<file path="config.mk">
export PLATFORM = sky130hd
export DESIGN_NAME = multi_noc_bypass_ring
export DESIGN_NICKNAME = d
export VERILOG_FILES = /design/src/rtl/multi_noc_bypass_ring_pkg.sv /design/src/rtl/multi_noc_bypass_ring_link_fifo.sv /design/src/rtl/multi_noc_bypass_ring.sv
export SDC_FILE = /design/constraint.sdc
export NUM_CORES = 1
export LEC_CHECK = 0
export CAP_MARGIN = 40
export CORE_UTILIZATION = 60
export CTS_CLUSTER_SIZE = 24
export DETAILED_ROUTE_END_ITERATION = 10
export PLACE_DENSITY = 0.82
export SLEW_MARGIN = 25
export SYNTH_ARGS = -nofsm -noshare
export SYNTH_HDL_FRONTEND = slang
export SYNTH_HIERARCHICAL = 1
export SYNTH_SLANG_ARGS = --single-unit
</file>
<file path="constraint.sdc">
create_clock -name clk -period 5.7 [get_ports clk]
set_input_delay 1.14 -clock clk [delete_from_list [all_inputs] [get_ports clk]]
set_output_delay 1.14 -clock clk [all_outputs]
set_load 0.1 [all_outputs]
</file>
<file path="src/rtl/multi_noc_bypass_ring_pkg.sv">
// Shared types and elaboration helpers for the multi-plane bypass ring.
// Default link widths stand in for the node-level WIDTH_PORT / WIDTH_PV constants.
package multi_noc_bypass_ring_pkg;

  localparam int WIDTH_PORT_DEF = 8;
  localparam int WIDTH_PV_DEF   = 4;

  typedef enum logic [0:0] {
    ST_RUN   = 1'b0,
    ST_DRAIN = 1'b1
  } dir_state_e;

  function automatic int ring_prev(input int i, input int n);
    return (i + n - 1) % n;
  endfunction

  function automatic int ring_next(input int i, input int n);
    return (i + 1) % n;
  endfunction

endpackage

</file>
<file path="src/rtl/multi_noc_bypass_ring_link_fifo.sv">
// One elastic ring hop: DEPTH-entry FWFT buffer with registered storage,
// wrapping pointers, occupancy count and an external write inhibit.
module bypass_link_fifo #(
  parameter int WIDTH = 12,
  parameter int DEPTH = 4,
  parameter int CNT_W = $clog2(DEPTH + 1)
) (
  input  logic             clk,
  input  logic             rst_n,
  input  logic             wr_vld_in,
  input  logic             wr_inhibit_in,
  input  logic [WIDTH-1:0] wr_data_in,
  input  logic             rd_rdy_in,
  output logic [WIDTH-1:0] rd_data_out,
  output logic             rd_vld_out,
  output logic             full_out,
  output logic [CNT_W-1:0] occ_out
);

  localparam int PTR_W = (DEPTH > 1) ? $clog2(DEPTH) : 1;

  logic [WIDTH-1:0] mem_q [DEPTH];
  logic [WIDTH-1:0] mem_d [DEPTH];
  logic [PTR_W-1:0] wptr_q, wptr_d, rptr_q, rptr_d;
  logic [CNT_W-1:0] occ_q, occ_d;
  logic             wr_en_s, rd_en_s;

  // Full and valid derive from registered occupancy only, so no input reaches an output.
  assign full_out    = (occ_q == CNT_W'(DEPTH));
  assign rd_vld_out  = (occ_q != {CNT_W{1'b0}});
  assign rd_data_out = mem_q[rptr_q];
  assign occ_out     = occ_q;

  assign wr_en_s = wr_vld_in && !full_out && !wr_inhibit_in;
  assign rd_en_s = rd_vld_out && rd_rdy_in;

  // Next storage, pointers and occupancy.
  always_comb begin
    mem_d  = mem_q;
    wptr_d = wptr_q;
    rptr_d = rptr_q;
    occ_d  = occ_q;
    if (wr_en_s) begin
      mem_d[wptr_q] = wr_data_in;
      wptr_d = (wptr_q == PTR_W'(DEPTH - 1)) ? {PTR_W{1'b0}} : wptr_q + PTR_W'(1);
    end else begin
      wptr_d = wptr_q;
    end
    if (rd_en_s) begin
      rptr_d = (rptr_q == PTR_W'(DEPTH - 1)) ? {PTR_W{1'b0}} : rptr_q + PTR_W'(1);
    end else begin
      rptr_d = rptr_q;
    end
    case ({wr_en_s, rd_en_s})
      2'b10:   occ_d = occ_q + CNT_W'(1);
      2'b01:   occ_d = occ_q - CNT_W'(1);
      default: occ_d = occ_q;
    endcase
  end

  // State registers; reset discards all buffered flits.
  always_ff @(posedge clk or negedge rst_n) begin
    if (!rst_n) begin
      for (int i = 0; i < DEPTH; i++) mem_q[i] <= {WIDTH{1'b0}};
      wptr_q <= {PTR_W{1'b0}};
      rptr_q <= {PTR_W{1'b0}};
      occ_q  <= {CNT_W{1'b0}};
    end else begin
      mem_q  <= mem_d;
      wptr_q <= wptr_d;
      rptr_q <= rptr_d;
      occ_q  <= occ_d;
    end
  end

endmodule

</file>
<file path="src/rtl/multi_noc_bypass_ring.sv">
// Bypass ring linking NUM_PLANES router planes through elastic link buffers,
// with a drain-then-switch FSM for lossless runtime direction changes.
module multi_noc_bypass_ring
  import multi_noc_bypass_ring_pkg::*;
#(
  parameter int NUM_PLANES = 2,
  parameter int WIDTH_PORT = WIDTH_PORT_DEF,
  parameter int WIDTH_PV   = WIDTH_PV_DEF,
  parameter int DEPTH      = 4,
  parameter int CNT_W      = $clog2(DEPTH + 1)
) (
  input  logic                             clk,
  input  logic                             reset,
  input  logic [NUM_PLANES*WIDTH_PORT-1:0] byp_in,
  input  logic [NUM_PLANES*WIDTH_PV-1:0]   byp_pv_in,
  input  logic [NUM_PLANES-1:0]            byp_vld_in,
  output logic [NUM_PLANES-1:0]            byp_full,
  output logic [NUM_PLANES*WIDTH_PORT-1:0] byp_out,
  output logic [NUM_PLANES*WIDTH_PV-1:0]   byp_pv_out,
  output logic [NUM_PLANES-1:0]            byp_vld_out,
  input  logic [NUM_PLANES-1:0]            byp_rdy_in,
  input  logic                             ring_dir,
  output logic                             ring_dir_active,
  output logic [NUM_PLANES*CNT_W-1:0]      link_occ
);

  localparam int LW = WIDTH_PORT + WIDTH_PV;

  dir_state_e              state_q, state_d;
  logic                    dir_q, dir_d;
  logic                    switch_pending_s;
  logic                    all_empty_s;
  logic [NUM_PLANES-1:0]   fifo_full_s;

  assign all_empty_s     = (link_occ == {(NUM_PLANES*CNT_W){1'b0}});
  assign ring_dir_active = dir_q;

  // Direction FSM state register.
  always_ff @(posedge clk or negedge reset) begin
    if (!reset) begin
      state_q <= ST_RUN;
      dir_q   <= 1'b0;
    end else begin
      state_q <= state_d;
      dir_q   <= dir_d;
    end
  end

  // Direction FSM next state; a reverted request still waits for empty.
  always_comb begin
    state_d = state_q;
    dir_d   = dir_q;
    case (state_q)
      ST_RUN: begin
        if (ring_dir != dir_q) state_d = ST_DRAIN;
        else                   state_d = ST_RUN;
      end
      ST_DRAIN: begin
        if (all_empty_s) begin
          state_d = ST_RUN;
          dir_d   = ring_dir;
        end else begin
          state_d = ST_DRAIN;
        end
      end
      default: state_d = ST_RUN;
    endcase
  end

  // Direction FSM outputs.
  always_comb begin
    switch_pending_s = 1'b0;
    case (state_q)
      ST_DRAIN: switch_pending_s = 1'b1;
      default:  switch_pending_s = 1'b0;
    endcase
  end

  for (genvar j = 0; j < NUM_PLANES; j++) begin : g_link
    localparam int PREV = ring_prev(j, NUM_PLANES);
    localparam int NEXT = ring_next(j, NUM_PLANES);

    logic          src_vld_s;
    logic [LW-1:0] src_data_s;
    logic [LW-1:0] head_s;

    // dir 0: plane j-1 feeds j; dir 1: plane j+1 feeds j.
    assign src_vld_s  = dir_q ? byp_vld_in[NEXT] : byp_vld_in[PREV];
    assign src_data_s = dir_q ? {byp_in[NEXT*WIDTH_PORT +: WIDTH_PORT], byp_pv_in[NEXT*WIDTH_PV +: WIDTH_PV]}
                              : {byp_in[PREV*WIDTH_PORT +: WIDTH_PORT], byp_pv_in[PREV*WIDTH_PV +: WIDTH_PV]};

    // Plane j sees back-pressure from the buffer it currently feeds.
    assign byp_full[j] = (dir_q ? fifo_full_s[PREV] : fifo_full_s[NEXT]) | switch_pending_s;

    bypass_link_fifo #(
      .WIDTH (LW),
      .DEPTH (DEPTH),
      .CNT_W (CNT_W)
    ) u_fifo (
      .clk           (clk),
      .rst_n         (reset),
      .wr_vld_in     (src_vld_s),
      .wr_inhibit_in (switch_pending_s),
      .wr_data_in    (src_data_s),
      .rd_rdy_in     (byp_rdy_in[j]),
      .rd_data_out   (head_s),
      .rd_vld_out    (byp_vld_out[j]),
      .full_out      (fifo_full_s[j]),
      .occ_out       (link_occ[j*CNT_W +: CNT_W])
    );

    assign byp_out[j*WIDTH_PORT +: WIDTH_PORT] = head_s[LW-1 -: WIDTH_PORT];
    assign byp_pv_out[j*WIDTH_PV +: WIDTH_PV]  = head_s[WIDTH_PV-1:0];
  end

endmodule

</file>
# Yosys cells after proc, flatten, opt, wreduce, memory -nomap -nowiden
# Index checks and enable logic that the tools add are counted.
[totals]
regBits = 112
in_bits = 31
out_inout_bits = 35
elab_cells = 87
[op_classes]
addsub = 8
order_cmp = 6
n_eq_ne = 11
muxes = 22
bitwise_logic = 7
reduce_logical = 17
[ops]
columns = ["cell", "count"]
rows = [
  ["bitwise mux 48 bit", 2],
  ["two-way mux 12 bit", 6],
  ["binary-select mux 12 bit (select 2 bit)", 2],
  ["demux 12 bit (select 2 bit)", 2],
  ["equality test 2 bit, second input constant", 6],
  [">= comparator 3 bit, second input constant", 4],
  ["inverter 2 -> 3 bit", 4],
  ["one-hot mux 3 bit (2 select lines)", 2],
  ["adder 2 x 1 -> 2 bit, second input constant", 4],
  ["logical AND 1 bit", 8],
  ["two-way mux 2 bit", 4],
  ["adder 3 x 1 -> 3 bit, second input constant", 2],
  ["equality test 3 bit, second input constant", 2],
  ["zero test 6 bit", 1],
  ["less-than comparator 3 x 1 -> 1 bit, second input constant", 2],
  ["nonzero test 3 bit", 2],
  ["subtractor 3 x 1 -> 3 bit, second input constant", 2],
  ["equality test 2 x 1 -> 1 bit, second input constant", 2],
  ["nonzero test 2 bit", 2],
  ["zero test 1 bit", 3],
  ["two-way mux 1 bit", 3],
  ["bitwise OR 1 bit", 2],
  ["one-hot mux 1 bit (2 select lines)", 1],
  ["AND reduction 2 bit", 1],
  ["other kinds (2)", 2],
]

# Depth between registers and ports, before layout
# Gate-level depths: netlist of run 1.
[logic_depth]
ltp_word = 6
ltp_mapped = 9
ltp_nobuf = 9

# Hierarchy
# Netlist of run 1, hierarchy kept.
[by_module_without_submodules]
columns = ["module", "instances", "cells_per_inst", "area_each_um2", "seq_area_each_um2"]
rows = [
  ["bypass_link_fifo (g_link[1].u_fifo)", 1, 155, 2549.9, 1376.3],
  ["bypass_link_fifo (g_link[0].u_fifo)", 1, 157, 2548.7, 1376.3],
  ["multi_noc_bypass_ring", 1, 10, 105.1, 50.0],
]

# Worst setup path before layout of run 1
# Ideal clock, no wire load.
[synth_path]
path_type = "register to register"
from = "reg g_link[0].u_fifo.occ_q[0]"
to = "reg g_link[0].u_fifo.occ_q[2]"
setup_time_ns = 0.163
t_arrival_ns = 3.036
required_ns = 5.537
slack_ns = 2.501
stages_incl_launch_ff = 10
n_path_buf = 0
synth_period_minus_slack_ns = 3.199
cell_sequence = "dfrtp_1 or3_1 nand2_1 inv_1 ha_1 inv_1 fa_1 xor2_1 nor2_1 xor2_1"
[synth_via]
word_cells_on_any_way = 12
cone_classes = "2 x add/sub; 3 x eq/ne; 1 x mux; 6 x reduce/logical"
[synth_lines]
columns = ["item", "line", "rtl"]
rows = [
  ["start, declared", "multi_noc_bypass_ring_link_fifo.sv:25", "logic [CNT_W-1:0] occ_q, occ_d;"],
  ["start signal, assigned", "multi_noc_bypass_ring_link_fifo.sv:67", "occ_q <= {CNT_W{1'b0}};"],
  ["nonzero test 3 bit *", "multi_noc_bypass_ring_link_fifo.sv:30", "assign rd_vld_out = (occ_q != {CNT_W{1'b0}});"],
  ["net byp_vld_out[0]", "multi_noc_bypass_ring.sv:20", "output logic [NUM_PLANES-1:0] byp_vld_out,"],
  ["logical AND 1 bit *", "multi_noc_bypass_ring_link_fifo.sv:35", "assign rd_en_s = rd_vld_out && rd_rdy_in;"],
  ["net g_link[0].u_fifo.rd_en_s", "multi_noc_bypass_ring_link_fifo.sv:26", "logic wr_en_s, rd_en_s;"],
  ["equality test 2 x 1 -> 1 bit or equality test 2 bit (tied branches)", "multi_noc_bypass_ring_link_fifo.sv:54", "case ({wr_en_s, rd_en_s})"],
  ["one-hot mux 3 bit (2 select lines) or nonzero test 2 bit (tied branches)", "n/a", ""],
]
# Mark *: on every way through the listed nets, which the timed path passes. The rest lies on a longest branch.
# A chain may end at the register's enable or synchronous reset.

# Worst setup path in the final report of run 1
[layout_path]
from = "reg g_link[0].u_fifo.rptr_q[0]"
to = "out byp_out[0]"
[layout_via]
elab_chain_cells = 4
[layout_lines]
columns = ["item", "line", "rtl"]
rows = [
  ["start, declared", "multi_noc_bypass_ring_link_fifo.sv:24", "logic [PTR_W-1:0] wptr_q, wptr_d, rptr_q, rptr_d;"],
  ["start signal, assigned", "multi_noc_bypass_ring_link_fifo.sv:66", "rptr_q <= {PTR_W{1'b0}};"],
  ["start signal, assigned", "multi_noc_bypass_ring_link_fifo.sv:71", "rptr_q <= rptr_d;"],
  ["inverter 2 -> 3 bit (not written as such)", "multi_noc_bypass_ring_link_fifo.sv:31", "assign rd_data_out = mem_q[rptr_q];"],
  ["binary-select mux 12 bit (select 2 bit)", "multi_noc_bypass_ring_link_fifo.sv:31", ""],
  ["two-way mux 12 bit (not written as such) (2 in a row)", "multi_noc_bypass_ring_link_fifo.sv:31", ""],
  ["end, declared", "multi_noc_bypass_ring.sv:18", "output logic [NUM_PLANES*WIDTH_PORT-1:0] byp_out,"],
]
# Every way passes these cells. The select of a mux whose other input is x is not followed.

==> results of run 1 <==
area by class of cell:
class | instances | share of cell area
clock buffer | 9 | 0.0184
clock inverter | 6 | 0.0135
inverter | 14 | 0.00779
multi-input combinational | 182 | 0.334
sequential | 112 | 0.415
tap | 105 | 0.0195
timing repair buffer | 108 | 0.192
path summary, 6_finish.rpt:
kind / start / endpoint / slack (ns) / depth (start not counted)
worst max register to register: g_link[0].u_fifo/occ_out[0] / g_link[0].u_fifo/occ_out[2] / 3.43 / 9
min in group asynchronous: reset / g_link[1].u_fifo/mem_q[36] / 0.57 / 1
worst max-delay path: g_link[0].u_fifo/rptr_q[0] / byp_out[0] / 2.09 / 4
worst min-delay path: g_link[1].u_fifo/mem_q[11] / g_link[1].u_fifo/mem_q[11] / 0.51 / 1
worst min register to register: g_link[1].u_fifo/mem_q[11] / g_link[1].u_fifo/mem_q[11] / 0.51 / 1
max in group asynchronous: reset / g_link[0].u_fifo/mem_q[15] / 3.98 / 3
metrics by stage:
step / cells / setup slack [ns] / area [um2] / hold slack (ns) / util
2_1_floorplan: 322 / 2.50 / 5200 / 0.475 / -
3_3_place_gp: 479 / 2.06 / 5900 / 0.484 / 0.710
3_5_place_dp: 518 / 2.33 / 6480 / 0.491 / 0.781
4_1_cts: 533 / 1.89 / 6690 / 0.513 / 0.807
5_1_grt: 536 / 2.01 / 6750 / 0.526 / 0.813
6_report: 536 / 2.09 / 6750 / 0.508 / 0.813
state kept, by name, indices dropped and copies added (netlist names):
name / flops
g_link.u_fifo/mem_q: 96
g_link.u_fifo/occ_out: 6
ring_dir_active: 1
g_link.u_fifo/wptr_q: 4
state_q: 1
g_link.u_fifo/rptr_q: 4
synthesized netlist by cell type:
master,instances
dfrtp_1,112
mux2_2,104
mux4_2,24
inv_1,14
ha_1,12
nor2_1,7
xor2_1,5
and4bb_2,4
buf_2,4
buf_4,4
nand2_1,4
buf_6,3
buf_1,2
fa_1,2
mux2i_1,2
nor3_1,2
nor3b_1,2
nor3b_4,2
nor4bb_4,2
or2_2,2
xnor2_1,2
clkbuf_8,1
mux2_1,1
nand3_1,1
nor4_1,1
o21a_1,1
or3_1,1
or3_2,1
cell families (layout without fill, tap and decap cells):
family / Yosys count / in the layout / share of synthesized area
compound gates: 1 / 1 / 0.00144
simple gates: 29 / 29 / 0.0464
buf+inv: 28 / 137 / 0.0303
xor+xnor: 7 / 7 / 0.0118
mux: 131 / 131 / 0.335
flops: 112 / 112 / 0.539
fa+ha+maj: 14 / 14 / 0.0365
critical path, cell delays in order, from the launching register on:
cell             delay, ns
dfrtp_1               0.60
buf_6                 0.23
mux4_2                0.52
clkdlybuf4s50_1       0.54
buf_16                0.22
metal layers:
metal,share of wire,vias to the layer above,wire [um]
met5,0,-,0
met4,0.018,0,175
met3,0.031,17,293
met2,0.55,59,5280
met1,0.40,1565,3850
li1,-,1376,-
==> reports/qor.yml, run 1 <==
timing:
  finalSetupViolCount: 0
  period_needed_ns: 3.61
  fmax_mhz: 277
  slew_violations: 0
  fin_crit_sh: 0.632
  worst_pin_slew_ns: 0.633
  tns_ns: 0
  max_slew_margin: 0.578
  grt_setup_unrepaired: "false"
  clock_skew_ns: 0.00965
  hold_viol: 0
grt:
  antenna_found_initial: 0
  overflow: 0
  top_usage_layer: "met2"
  grt_max_degree: 61
  grt_usage: 0.237
  grt_pass1_wl_um: 16000
  grt_pass1_vias: 3305
  use_met2: 0.433
  gr-usage-met1: 0.279
  met3_usage: 0.0423
finish:
  drive_above_1_share: 0.464
  final_nets: 472
  num_antenna_cells: 0
  area_growth_pct: 29.7
  layout_commonest_cell: "dfrtp_1"
  multiInputGateArea_um2: 2250
  regArea_um2: 2800
  nFillCells: 459
  final_cell_mix: "112 x dfrtp_1, 104 x mux2_2, 64 x clkdlybuf4s50_1"
cts:
  postCtsSetupBuffers: 0
  postCtsHoldBufs: 0
  clock-sinks: 112
  post_cts_resized: 0
  clock_latency_ns: 0.36
  cts_tree: "done"
  cts_made_buffers: 9
  root_buffer: "clkbuf_8"
  clk_path_buf_depth: 2
  cts_max_level: 3
  cts.clk_slew.worst_paths_ns: 0.09
drt:
  vias: 3017
  wl_per_cell_um: 17.9
  avgViaCountPerCell: 5.63
  drt-initial-drc-count: 94
  drc: 0
  routed_wl_um: 9590
  ant_nets: 0
  dr.pass1.iters: 6
die:
  ios: 66
  die_h_um: 95.1
  core_area_um2: 8300
  die_area_um2: 9050
  die_x_um: 95.1
  initial_core_util: 0.627
  fp-row-count: 33
synthesis:
  synthesis.nets: 367
  syn_area_um2: 5200
  yosysSeqAreaShare: 0.539
  ys_top_cells_by_area: "dfrtp_1 54%, mux2_2 23%, mux4_2 10%"
  ys_ff_latch: 112
  synthCells: 322
  ys.warnings.count: 6
  yosysTopAreaCell: "dfrtp_1"
  avgSynthCellArea_um2: 16.2
  ys_types: 28
  yosysTopAreaCellShare: 0.539
placement:
  hpwl_um: 6940
  gp_congestion: 0.726
  io_buffers: 65
worst_setup_path:
  critPathKind: "reg2out"
  critPathMaxFanout: 8
  end_kind: "primary output"
  cp.arrival_ns: 2.47
  required_ns: 4.56
  startpoint_type: "register"
flow_run:
  cap_violations: 0
run_status:
  status: "completed"
min_path:
  hp-class: "reg2reg"
Power of run 1 is not shown: default switching activity piles up to over one toggle a cycle in this logic, so the estimate is an artifact.
==> inputs of run 2 (changes only) <==
--- a/config.mk
+++ b/config.mk
@@ -6,10 +6,10 @@
 export NUM_CORES = 1
 export LEC_CHECK = 0
 export CAP_MARGIN = 40
-export CORE_UTILIZATION = 60
+export CORE_UTILIZATION = 50
 export CTS_CLUSTER_SIZE = 24
 export DETAILED_ROUTE_END_ITERATION = 10
-export PLACE_DENSITY = 0.82
+export PLACE_DENSITY = 0.73
 export SLEW_MARGIN = 25
 export SYNTH_ARGS = -nofsm -noshare
 export SYNTH_HDL_FRONTEND = slang
==> constraint.sdc (replaced) <==
create_clock -name clk -period 3.2 [get_ports clk]
set_input_delay 0.64 -clock clk [delete_from_list [all_inputs] [get_ports clk]]
set_output_delay 0.64 -clock clk [all_outputs]
set_load 0.1 [all_outputs]
==> reports/qor.yml, run 2 (synthesized netlist as in run 1, its figures left out) <==
worst_setup_path:
  crit_end: "byp_pv_out[3]"
  reg2reg_to: "g_link[0].u_fifo/occ_out[2]"
  timing.rr.start: "g_link[0].u_fifo/occ_out[0]"
  end_kind: "primary output"
  required_ns: 2.56  # -2.00 ns
  critPathLaunch: "g_link[0].u_fifo/rptr_q[0]"
  critPathMaxFanout: 9  # +1
  critPathKind: "reg2out"
  rrSetupSlack_ns: 0.93  # -2.50 ns
  cp.arrival_ns: 2.06  # -0.41 ns
  reg2reg_depth: 9  # unchanged
  startpoint_type: "register"
timing:
  grt_setup_unrepaired: "false"
  fmax_mhz: 371
  finalSetupViolCount: 0  # unchanged
  clock_skew_ns: 0.00809  # -0.00156 ns
  worst_pin_slew_ns: 0.618  # -0.0155 ns
  period_needed_ns: 2.70
  hold_viol: 0  # unchanged
  fin_crit_sh: 0.843
  max_slew_margin: 0.588  # +0.0104
  holdWs_ns: 0.202  # -0.306 ns
  slew_violations: 0  # unchanged
  tns_ns: 0  # unchanged
finish:
  regArea_um2: 2800  # unchanged
  post-route-util: 0.614  # -0.199
  area_growth_pct: 16.9
  final_cells: 527  # -1.7%
  final_nets: 438  # -7.2%
  top_register: "g_link.u_fifo/mem_q"
  final_cell_mix: "112 x dfrtp_1, 104 x mux2_2, 42 x buf_4"
  drive_above_1_share: 0.500  # +0.0360
  largest_register_ff_count: 96  # unchanged
  num_antenna_cells: 0  # unchanged
  nFillCells: 780  # +70%
  multiInputGateArea_um2: 2250  # unchanged
  layout_commonest_cell: "dfrtp_1"
cts:
  root_buffer: "clkbuf_8"
  post_cts_resized: 0  # unchanged
  clock_latency_ns: 0.36  # about the same
  cts.clk_slew.worst_paths_ns: 0.09  # about the same
  cts_made_buffers: 9  # unchanged
  postCtsSetupBuffers: 0  # unchanged
  clock-sinks: 112  # unchanged
  cts_max_level: 3  # unchanged
  postCtsHoldBufs: 0  # unchanged
  clk_path_buf_depth: 2  # unchanged
  cts_tree: "done"
die:
  fp-row-count: 36  # +9.1%
  die_x_um: 104  # +9.3%
  die_h_um: 104  # +9.3%
  initial_core_util: 0.525  # -0.102
  die_area_um2: 10800  # +20%
  ios: 66  # unchanged
  core_area_um2: 9910  # +19%
drt:
  ant_nets: 0  # unchanged
  wl_per_cell_um: 17.6  # -1.9%
  routed_wl_um: 9250  # -3.6%
  avgViaCountPerCell: 5.42  # -3.7%
  drc: 0  # unchanged
  vias: 2856  # -5.3%
  dr.pass1.iters: 4  # -2
  drt-initial-drc-count: 88  # -6.4%
flow_run:
  cap_violations: 0  # unchanged
grt:
  grt_pass1_wl_um: 16000  # +0.52%
  grt_max_degree: 58  # -4.9%
  grt_usage: 0.191  # -0.0457
  antenna_found_initial: 0  # unchanged
  grt_pass1_vias: 3081  # -6.8%
  overflow: 0  # unchanged
min_path:
  hp-class: "in2async"
placement:
  hpwl_um: 6370  # -8.3%
  gp_congestion: 0.685  # -5.6%
  placed_cells: 513  # -0.97%
  io_buffers: 65  # unchanged
run_status:
  status: "completed"
==> run 2: through the flow <==
stage | area (um2) | setup slack [ns]
final | 6080 | 0.502
after global routing | 6080 | 0.370
after CTS | 6050 | 0.349
after detailed placement | 5900 | 0.571
after global placement | 5900 | 0.653
after floorplan | 5200 | 0.000586
==> run 2: how the worst min path moves through the flow <==
stage / depth (start not counted) / slack (ns) / startpoint / endpoint
6_report: 1 / 0.20 / reset / g_link[1].u_fifo/mem_q[23]
5_1_grt: 1 / 0.21 / reset / g_link[1].u_fifo/mem_q[0]
4_1_cts: 1 / 0.35 / reset / g_link[1].u_fifo/mem_q[24]
3_5_place_dp: 1 / 0.49 / g_link[0].u_fifo/mem_q[4] / g_link[0].u_fifo/mem_q[4]
3_3_place_gp: 1 / 0.48 / g_link[0].u_fifo/mem_q[27] / g_link[0].u_fifo/mem_q[27]
2_1_floorplan: 0 / 0.34 / reset / g_link[0].u_fifo/mem_q[0]
==> run 2: layer usage <==
layer,vias up,share of wire,GRT usage
met5,-,0,0
met4,0,0.012,0.0520
met3,10,0.044,0.0520
met2,49,0.50,0.316
met1,1493,0.44,0.250
li1,1304,-,-
==> run 2: final cells by class <==
class	count	area share
well taps	133	0.0273
repair buffers	74	0.109
clock buffers	11	0.0232
flip-flops and latches	112	0.461
clock inverters	1	0.00123
multi-input cells	182	0.370
inverters	14	0.00864
==> run 2: critical path, cell delays in order, from the launching register on <==
cell and delay (ns):
dfrtp_1 0.60, buf_4 0.30, mux4_2 0.54, buf_4 0.25
Power of run 2 is left out for the same reason.
==> inputs of run 3 (changes only) <==
--- a/config.mk
+++ b/config.mk
@@ -6,10 +6,10 @@
 export NUM_CORES = 1
 export LEC_CHECK = 0
 export CAP_MARGIN = 40
-export CORE_UTILIZATION = 50
+export CORE_UTILIZATION = 55
 export CTS_CLUSTER_SIZE = 24
 export DETAILED_ROUTE_END_ITERATION = 10
-export PLACE_DENSITY = 0.73
+export PLACE_DENSITY = 0.76
 export SLEW_MARGIN = 25
 export SYNTH_ARGS = -nofsm -noshare
 export SYNTH_HDL_FRONTEND = slang
==> constraint.sdc (replaced) <==
create_clock -name clk -period 2.6 [get_ports clk]
set_input_delay 0.52 -clock clk [delete_from_list [all_inputs] [get_ports clk]]
set_output_delay 0.52 -clock clk [all_outputs]
set_load 0.1 [all_outputs]
==> reports/qor.yml, run 3 (synthesized netlist as in run 1, its figures left out) <==
run_status:
  status: "completed"
grt:
  antenna_found_initial: 0  # unchanged
  grt_max_degree: 56  # -3.4%
  grt_pass1_wl_um: 15700  # -2.2%
  grt_pass1_vias: 3120  # +1.3%
  overflow: 0  # unchanged
  grt_usage: 0.208  # +0.0173
drt:
  drt-initial-drc-count: 59  # -33%
  vias: 2878  # +0.77%
  ant_nets: 0  # unchanged
  drc: 0  # unchanged
  avgViaCountPerCell: 5.63  # +3.9%
  wl_per_cell_um: 18.1  # +2.9%
  routed_wl_um: 9240  # -0.18%
  dr.pass1.iters: 4  # unchanged
worst_setup_path:
  cp.arrival_ns: 1.78  # -0.28 ns
  critPathKind: "reg2out"
  required_ns: 2.08  # -0.48 ns
  startpoint_type: "register"
  critPathMaxFanout: 14  # +5
  end_kind: "primary output"
timing:
  max_slew_margin: 0.516  # -0.0723
  finalSetupViolCount: 0  # unchanged
  clock_skew_ns: 0.0135  # +0.00538 ns
  tns_ns: 0  # unchanged
  slew_violations: 0  # unchanged
  fmax_mhz: 434
  fin_crit_sh: 0.886
  period_needed_ns: 2.30
  hold_viol: 0  # unchanged
  worst_pin_slew_ns: 0.726  # +0.108 ns
  grt_setup_unrepaired: "false"
  fin_ws_ns: 0.296  # -0.205 ns
cts:
  cts_max_level: 3  # unchanged
  postCtsSetupBuffers: 0  # unchanged
  cts_made_buffers: 9  # unchanged
  clock-sinks: 112  # unchanged
  clk_path_buf_depth: 2  # unchanged
  post_cts_resized: 0  # unchanged
  root_buffer: "clkbuf_8"
  cts_tree: "done"
  clock_latency_ns: 0.37  # about the same
  postCtsHoldBufs: 0  # unchanged
  cts.clk_slew.worst_paths_ns: 0.11  # +0.02 ns
die:
  die_x_um: 99.3  # -4.6%
  die_h_um: 99.3  # -4.6%
  ios: 66  # unchanged
  initial_core_util: 0.566  # +0.0407
  fp-row-count: 35  # -2.8%
  die_area_um2: 9850  # -8.9%
  core_area_um2: 9200  # -7.2%
flow_run:
  cap_violations: 0  # unchanged
min_path:
  hp-class: "in2async"
placement:
  hpwl_um: 6430  # +0.94%
  dpl_worst_slack_ns: 0.219  # -0.352 ns
  io_buffers: 65  # unchanged
  gp_congestion: 0.681  # -0.61%
finish:
  final_cell_mix: "106 x dfrtp_1, 104 x mux2_2, 29 x clkdlybuf4s50_1"
  largest_register_ff_count: 96  # unchanged
  layout_commonest_cell: "dfrtp_1"
  final_nets: 440  # +0.46%
  drive_above_1_share: 0.528  # +0.0275
  area_growth_pct: 23.7
  top_register: "g_link.u_fifo/mem_q"
  num_antenna_cells: 0  # unchanged
## run 3: cell types whose count changed in the layout (fill, tap and decap cells not counted), sizes merged
| cell | change |
|---|---|
| buf | +2 |
| clkinv | +4 |
| inv | +3 |
| clkbuf | -2 |
| clkinvlp | -1 |
## run 3: layer usage
layer | track usage | wire length, um
met2 | 0.356 | 4790
met4 | 0.0543 | 93
met1 | 0.277 | 4080
met5 | 0 | 0
met3 | 0.0394 | 267
## run 3: through the flow
stage	cell area [um2]	hold slack [ns]	std cells	utilization
after detailed placement	6240	0.491	495	0.678
after global routing	6430	0.238	511	0.700
final	6430	0.202	511	0.700
after floorplan	5210	0.224	322	-
after CTS	6430	0.215	511	0.700
after global placement	6240	0.484	495	0.678
## run 3: final cells by class
cell class | count | area (um2)
Clock buffer | 9 | 124
Clock inverter | 7 | 73.8
Fill cell | 642 | 2760
Inverter | 14 | 52.6
Multi-Input combinational cell | 182 | 2250
Sequential cell | 112 | 2810
Tap cell | 111 | 139
Timing Repair Buffer | 76 | 981
## run 3: final timing paths
path | startpoint | to | slack (ns) | depth (start not counted)
min reg2reg | g_link[1].u_fifo/occ_out[2] | g_link[1].u_fifo/occ_out[2] | 0.50 | 1
max reg2reg | g_link[0].u_fifo/occ_out[0] | g_link[0].u_fifo/occ_out[2] | 0.43 | 9
max in group asynchronous | reset | g_link[1].u_fifo/mem_q[16] | 1.77 | 2
min in group clk | g_link[1].u_fifo/occ_out[2] | g_link[1].u_fifo/occ_out[2] | 0.50 | 1
min | reset | g_link[1].u_fifo/mem_q[0] | 0.20 | 1
max | g_link[0].u_fifo/rptr_q[1] | byp_pv_out[2] | 0.30 | 2
## run 3: worst max-delay path, stage by stage, from the launching register on
cell and delay (ns):
dfrtp_1 0.76, mux4_2 0.46, buf_12 0.20
Power of run 3 is left out for the same reason.
